**src/rtl/gray_pkg.sv**
```systemverilog
// Shared types and helpers for the pipelined Gray-to-binary decoder.
// Helpers work on MAX_W-bit vectors; callers zero-extend and truncate to W.
package gray_pkg;

  localparam int MAX_W = 256;

  // Bits per slice: ceil(w / stages).
  function automatic int seg_width(input int w, input int stages);
    return (w + stages - 1) / stages;
  endfunction

  // Resolves bits hi..lo of a Gray code MSB-first, starting from carry
  // (the decoded bit just above hi). Bits outside the segment come from dec_in.
  function automatic logic [MAX_W-1:0] gray_dec_seg(
    input logic [MAX_W-1:0] gray,
    input logic [MAX_W-1:0] dec_in,
    input logic             carry,
    input int               hi,
    input int               lo
  );
    logic [MAX_W-1:0] dec;
    logic             c;
    dec = dec_in;
    c   = carry;
    for (int i = hi; i >= lo; i--) begin
      c      = c ^ gray[i];
      dec[i] = c;
    end
    return dec;
  endfunction

  // True when exactly one bit of x is set.
  function automatic logic onehot_chk(input logic [MAX_W-1:0] x);
    return (x != '0) && ((x & (x - MAX_W'(1))) == '0);
  endfunction

endpackage

```
**src/rtl/gray_decode_slice.sv**
```systemverilog
// One pipeline slice: resolves decoded bits HI..LO and forwards the beat.
// An empty segment (HI < LO) only carries data and carry through.
module gray_decode_slice
  import gray_pkg::*;
#(
  parameter int W  = 32,
  parameter int LO = 0,
  parameter int HI = W - 1
) (
  input  logic         clk,
  input  logic         rst_n,
  input  logic         up_vld,
  input  logic [W-1:0] up_gray,
  input  logic [W-1:0] up_dec,
  input  logic         up_carry,
  input  logic         dn_rdy,
  output logic         dn_vld,
  output logic [W-1:0] dn_gray,
  output logic [W-1:0] dn_dec,
  output logic         dn_carry
);

  logic         vld_q, vld_d;
  logic [W-1:0] gray_q, gray_d;
  logic [W-1:0] dec_q, dec_d;
  logic         carry_q, carry_d;
  logic         load;

  // NOTE: every always_comb output gets a default first, so no path leaves
  // a signal unassigned and no latch is inferred.
  always_comb begin
    load    = !vld_q || dn_rdy;
    vld_d   = load ? up_vld : vld_q;
    gray_d  = gray_q;
    dec_d   = dec_q;
    carry_d = carry_q;
    if (load && up_vld) begin
      gray_d  = up_gray;
      dec_d   = W'(gray_dec_seg(MAX_W'(up_gray), MAX_W'(up_dec), up_carry, HI, LO));
      carry_d = (HI >= LO) ? dec_d[LO] : up_carry;
    end
  end

  // NOTE: state updates use non-blocking assignments so every slice samples
  // its neighbour's pre-edge value. Data registers are reset too, because the
  // last slice drives out_dec/out_gray, which must read 0 during reset.
  always_ff @(posedge clk or negedge rst_n) begin
    if (!rst_n) begin
      vld_q   <= 1'b0;
      gray_q  <= '0;
      dec_q   <= '0;
      carry_q <= 1'b0;
    end else begin
      vld_q   <= vld_d;
      gray_q  <= gray_d;
      dec_q   <= dec_d;
      carry_q <= carry_d;
    end
  end

  assign dn_vld   = vld_q;
  assign dn_gray  = gray_q;
  assign dn_dec   = dec_q;
  assign dn_carry = carry_q;

endmodule

```
**src/rtl/gray_decode_pipe.sv**
```systemverilog
// Pipelined, back-pressurable Gray-to-binary decoder with an optional
// continuity checker for single-bit-step Gray streams.
module gray_decode_pipe
  import gray_pkg::*;
#(
  parameter int W        = 32,
  parameter int STAGES   = 2,
  parameter int CHECK_EN = 1
) (
  input  logic         clk,
  input  logic         rst_n,
  input  logic         init,
  input  logic         in_vld,
  input  logic [W-1:0] in_gray,
  output logic         in_rdy,
  output logic         out_vld,
  output logic [W-1:0] out_dec,
  output logic [W-1:0] out_gray,
  output logic         out_err,
  input  logic         out_rdy,
  output logic         err_sticky
);

  localparam int CW = seg_width(W, STAGES);

  // Index 0 is the input side; index s+1 is the output of slice s.
  logic         vld_s   [STAGES+1];
  logic [W-1:0] gray_s  [STAGES+1];
  logic [W-1:0] dec_s   [STAGES+1];
  logic         carry_s [STAGES+1];
  logic         rdy_s   [STAGES+1];

  assign vld_s[0]   = in_vld;
  assign gray_s[0]  = in_gray;
  assign dec_s[0]   = '0;
  assign carry_s[0] = 1'b0;

  // A slice can take a beat if it is empty or its content moves on this cycle.
  always_comb begin
    rdy_s[STAGES] = out_rdy;
    for (int s = STAGES - 1; s >= 0; s--) begin
      rdy_s[s] = !vld_s[s+1] || rdy_s[s+1];
    end
  end

  for (genvar s = 0; s < STAGES; s++) begin : g_slice
    localparam int HI     = W - 1 - s * CW;
    localparam int LO_RAW = W - (s + 1) * CW;
    localparam int LO     = (LO_RAW > 0) ? LO_RAW : 0;

    gray_decode_slice #(
      .W  (W),
      .LO (LO),
      .HI (HI)
    ) u_slice (
      .clk      (clk),
      .rst_n    (rst_n),
      .up_vld   (vld_s[s]),
      .up_gray  (gray_s[s]),
      .up_dec   (dec_s[s]),
      .up_carry (carry_s[s]),
      .dn_rdy   (rdy_s[s+1]),
      .dn_vld   (vld_s[s+1]),
      .dn_gray  (gray_s[s+1]),
      .dn_dec   (dec_s[s+1]),
      .dn_carry (carry_s[s+1])
    );
  end

  assign in_rdy   = rdy_s[0];
  assign out_vld  = vld_s[STAGES];
  assign out_gray = gray_s[STAGES];
  assign out_dec  = dec_s[STAGES];

  logic [W-1:0] prev_q, prev_d;
  logic         have_prev_q, have_prev_d;
  logic         err_sticky_q, err_sticky_d;
  logic         out_hs;

  // init wins over a coincident handshake: the beat still seeds prev,
  // but its error is masked and the sticky flag is cleared.
  always_comb begin
    out_hs       = out_vld && out_rdy;
    out_err      = (CHECK_EN != 0) && !init && have_prev_q &&
                   !onehot_chk(MAX_W'(prev_q ^ out_gray));
    prev_d       = prev_q;
    have_prev_d  = have_prev_q;
    err_sticky_d = err_sticky_q;
    if (out_hs) begin
      prev_d       = out_gray;
      have_prev_d  = 1'b1;
      err_sticky_d = err_sticky_q | out_err;
    end
    if (init) begin
      have_prev_d  = out_hs;
      err_sticky_d = 1'b0;
    end
  end

  always_ff @(posedge clk or negedge rst_n) begin
    if (!rst_n) begin
      prev_q       <= '0;
      have_prev_q  <= 1'b0;
      err_sticky_q <= 1'b0;
    end else begin
      prev_q       <= prev_d;
      have_prev_q  <= have_prev_d;
      err_sticky_q <= err_sticky_d;
    end
  end

  assign err_sticky = err_sticky_q;

endmodule

```
**config.mk**
```make
export PLATFORM = sky130hd
export DESIGN_NAME = gray_decode_pipe
export DESIGN_NICKNAME = d
export VERILOG_FILES = /design/src/rtl/gray_pkg.sv /design/src/rtl/gray_decode_slice.sv /design/src/rtl/gray_decode_pipe.sv
export SDC_FILE = /design/constraint.sdc
export NUM_CORES = 1
export LEC_CHECK = 0
export BUFFER_PORTS_ARGS = -buffer_cell sky130_fd_sc_hd__buf_2
export CAP_MARGIN = 20
export CORE_UTILIZATION = 59
export CTS_CLUSTER_SIZE = 8
export DETAILED_ROUTE_END_ITERATION = 10
export GPL_TIMING_DRIVEN = 0
export PLACE_DENSITY_LB_ADDON = 0.1
export SKIP_CTS_REPAIR_TIMING = 1
export SYNTH_ARGS = -nofsm -noshare
export SYNTH_HDL_FRONTEND = slang
export SYNTH_HIERARCHICAL = 1
export SYNTH_SLANG_ARGS = --single-unit
```
**constraint.sdc**
```tcl
create_clock -name clk -period 6.6 [get_ports clk]
set_clock_uncertainty 0.15 [all_clocks]
set_input_delay 0.99 -clock clk [delete_from_list [all_inputs] [get_ports clk]]
set_output_delay 0.99 -clock clk [all_outputs]
set_load 0.01 [all_outputs]
```
Word level (Yosys, flattened, before mapping). Index checks and enable logic that the tools add are counted.

Add/subtract/negate cells: 1. Muxes and demuxes: 4. Bitwise operators: 34. Reductions and logical operators: 15.

Operators by type and width (count): $and A32 B256 Y256 (1); $logic_not A256 Y1 (1); $reduce_bool A256 Y1 (1); $sub A32 B1 Y33 const B (1); $xor A32 B32 Y32 (1); $xor A1 B1 Y1 (31); $logic_and A1 B1 Y1 (6); $logic_not A1 Y1 (4); $mux W1 (4); $logic_or A1 B1 Y1 (2); $reduce_bool A2 Y1 (1); $or A1 B1 Y1 (1).

Register bits: 149. Input bits: 37. Output and inout port bits: 68. Logic and storage cells: 64.

Logic depth before layout (Yosys ltp).
Word-level depth: 16. Mapped depth: 7. Depth with buffers taken out: 7.

Hierarchy. Netlist, hierarchy kept.

Modules (own cells, without submodules): gray_decode_slice (instances 2, cells an instance 180, area an instance 2720.1 um2, sequential area each 1626.6 um2); gray_decode_pipe (instances 1, cells an instance 204, area an instance 2142.1 um2, sequential area each 850.8 um2).

Worst setup path before layout. Ideal clock, no wire load.

Path type: register to output. Start point: register g_slice[1].u_slice.gray_q[3]. End point: output out_err. Arrival time: 2.302 ns. Data required time: 5.460 ns. Path slack: 3.158 ns. Stages on the path, launching flop included: 8. Path buffers: 0. Path through: dfrtp_1 > xor2_1 > nor4_2 > nand4_2 > or3_1 > maj3_2 > a2111oi_4 > a21oi_1.

Word-level cells in the longest chain between the ends: 7. Elaborated cells between the ends (all ways): 8. Those cells by class: add/sub (1); bitwise (2); reduce/logical (5).

Ends and longest elaborated chain: start, declared (line gray_decode_slice.sv:24) `logic [W-1:0] gray_q, gray_d;`; start signal, assigned (line gray_decode_slice.sv:55) `gray_q <= gray_d;`; $xor A32 B32 Y32 (*) (line gray_decode_pipe.sv:85) `!onehot_chk(MAX_W'(prev_q ^ out_gray));`; $sub A32 B1 Y33 (line gray_pkg.sv:34) `return (x != '0) && ((x & (x - MAX_W'(1))) == '0);`; $and A32 B256 Y256 (line gray_pkg.sv:34); $logic_not A256 Y1 (line gray_pkg.sv:34); $logic_and A1 B1 Y1 (*) (line gray_pkg.sv:34); $logic_not A1 Y1 (*) (line gray_decode_pipe.sv:85); $logic_and A1 B1 Y1 (*) (line gray_decode_pipe.sv:84) `out_err = (CHECK_EN != 0) && !init && have_prev_q &&`; end, declared (line gray_decode_pipe.sv:19) `output logic out_err,`.

Every way passes the cells marked *; elsewhere a longest branch is shown, timed or not.

Final worst setup path. Same ends and word-level chain as after synthesis.

==> out/qor.csv <==
stage;metric;value;unit
die;ios;105;
timing;fin_crit;4200;ps
timing;whs;335;ps
route;drt_first_pass_iters;4;
cells_and_area;fillCellCount;802;
global_route;grt_pass1_vias;4808;
setup_path;r2r_start;g_slice[1].u_slice/dn_gray[3]$_DFFE_PN0P_;
timing;tns;0;ps
timing;setup_violations;0;
global_route;grt_start_max_net_pins;102;
global_route;grtUsageTotal;26.9;%
die;die_h;111;um
cells_and_area;antenna_cells;0;
cells_and_area;nets;693;
setup_path;cpPeakStageDelay;450;ps
placement;hpwl;11.1;mm
logic_synthesis;netlist_area;7000;um^2
power;p_leak;3.72;nW
timing;worst_slew_pin_slew;687;ps
setup_path;r2r_cells;7;
cells_and_area;final_cell_mix;148 x dfrtp_1, 120 x mux2_2, 103 x buf_2;
die;die_width;111;um
logic_synthesis;avgSynthCellArea;13.2;um^2
cells_and_area;layout_commonest_cell;dfrtp_1;
global_route;grt_overflow;0;
power;switching_share;34.3;%
timing;slew_headroom;54.2;%
setup_path;cpMaxStageDelayCell;nor4_2;
setup_path;critPathRequiredTime;5460;ps
setup_path;rr_endpoint;err_sticky$_DFFE_PN0P_;
setup_path;criticalPathCategory;reg2out;
placement;finalWeightedCongestion;0.876;
cts;cts_tree;built;
logic_synthesis;yosys_warnings;6;
power;combinationalPowerShare;37.0;%
route;drtIter0Drc;257;
setup_path;crit_fanout;5;
setup_path;crit_arrival;3060;ps
setup_path;critPathLaunch;g_slice[1].u_slice/dn_gray[3]$_DFFE_PN0P_;
route;routed_wl;15.3;mm
setup_path;cp-start-kind;flop;
cts;cts_root_buffer;clkbuf_16;
timing;period_share;63.7;%
run;maxCapViolCount;0;
die;coreArea;11500;um^2
cells_and_area;stdcell_count;809;
cts;clock_latency;420;ps
global_route;grt_pass1_wl;25.1;mm
timing;rsz0062_at_grt;false;
timing;clock.fmax;238;MHz
cts;cts_sinks;148;
timing;maxSlewViolCount;0;
route;drc;0;
power;p_int;2.49;mW
route;wire_per_inst;18.9;um
route;vias;4602;
cells_and_area;area_growth;18.9;%
placement;place_inst;780;
power;power_switching;1.30;mW
setup_path;critical_path.endpoint;out_err;
global_route;antenna_found_initial;0;
min_path;worstHoldPathType;in2async;
cts;numCtsBuffers;17;
setup_path;ff2ff_setup_slack;3760;ps
die;rows;39;
logic_synthesis;syn_inst;531;
status;status;finished clean;
cts;cts-htree-levels;4;
cts;clk_pin_slew;60;ps
die;die-area;12300;um^2
power;cellPowerDensity;456;nW/um^2
power;ir_drop;0.345;mV
setup_path;crit_chain;xor2_1, nor4_2, nand4_2, or3_1, maj3_2, a2111oi_4, a21oi_1, buf_2;
setup_path;cp-end-kind;output pin;
placement;port_buffers;104;
die;initial_core_util;61.0;%
timing;hold_viol;0;
route;antenna_violating_nets_post_route;0;
power;pwr-share-seq;37.6;%
power;power_frac_clock;25.3;%
cells_and_area;drive_above_1_share;40.2;%
route;avgViaCountPerCell;5.69;
cts;clockBufferDepth;2;
[metrics by stage]
step	util, %	total power [mW]	setup WS, ps	cell area (um^2)
detailed placement	67.5	2.83	2830	7730
floorplan	-	2.39	3160	7000
CTS	72.6	3.81	2370	8320
global placement	67.2	2.76	2400	7700
finish	72.6	3.79	2400	8320
global route	72.6	4.00	2130	8320
[worst min path at each step]
stage	start	endpoint	slack [ps]	depth (start not counted)
after detailed placement	g_slice[1].u_slice/dn_dec[9]$_DFFE_PN0P_	g_slice[1].u_slice/dn_dec[9]$_DFFE_PN0P_	320	2
final	rst_n	prev_q[23]$_DFFE_PN0P_	340	1
after floorplan	g_slice[0].u_slice/dn_dec[17]$_DFFE_PN0P_	g_slice[0].u_slice/dn_dec[17]$_DFFE_PN0P_	300	2
after global routing	g_slice[1].u_slice/dn_dec[2]$_DFFE_PN0P_	g_slice[1].u_slice/dn_dec[2]$_DFFE_PN0P_	350	1
after global placement	g_slice[0].u_slice/dn_dec[19]$_DFFE_PN0P_	g_slice[0].u_slice/dn_dec[19]$_DFFE_PN0P_	310	2
after CTS	g_slice[0].u_slice/dn_dec[19]$_DFFE_PN0P_	g_slice[0].u_slice/dn_dec[19]$_DFFE_PN0P_	340	2
[cell type report]
class / instances / area [um^2] / area share (%)
flip-flops and latches: 148 / 3700 / 44.5
multi-input cells: 361 / 3200 / 38.5
repair buffers: 105 / 554 / 6.66
clock buffers: 20 / 457 / 5.49
well taps: 143 / 179 / 2.15
clock inverters: 9 / 130 / 1.56
plain buffers: 20 / 82.6 / 0.992
inverters: 3 / 11.3 / 0.135
[power by group through the flow]
stage | combinational (mW) | clock [mW] | sequential (mW)
after floorplan | 0.946 | 0 | 1.45
after detailed placement | 1.39 | 0 | 1.44
after global placement | 1.35 | 0 | 1.41
final | 1.40 | 0.961 | 1.43
after CTS | 1.41 | 0.976 | 1.42
after global routing | 1.53 | 1.02 | 1.46
[state kept, by name, indices dropped and copies added, names as in the netlist]
signal / cells
err_sticky: 1
g_slice.u_slice/dn_dec: 48
g_slice.u_slice/dn_gray: 64
g_slice.u_slice/dn_vld: 2
have_prev_q: 1
prev_q: 32
[layer usage]
| layer | share of wire (%) | track usage [%] | routed length, um |
|---|---|---|---|
| met1 | 45 | 36.3 | 6920 |
| met2 | 49 | 42.7 | 7450 |
| met3 | 4.4 | 6.18 | 676 |
| met4 | 1.8 | 10.2 | 278 |
| met5 | 0 | 0 | 0 |
[worst max-delay path, delay by kind of cell (launching register included)]
kind | cells | cell delay (ps)
adders and majority gates | 1 | 350
AOI/OAI and AO/OA | 2 | 420
DFF | 1 | 440
and+or+nand+nor | 3 | 1070
xor gates and xnor gates | 1 | 230
buffers and inverters | 1 | 150
(Power assumes the default switching activity.)
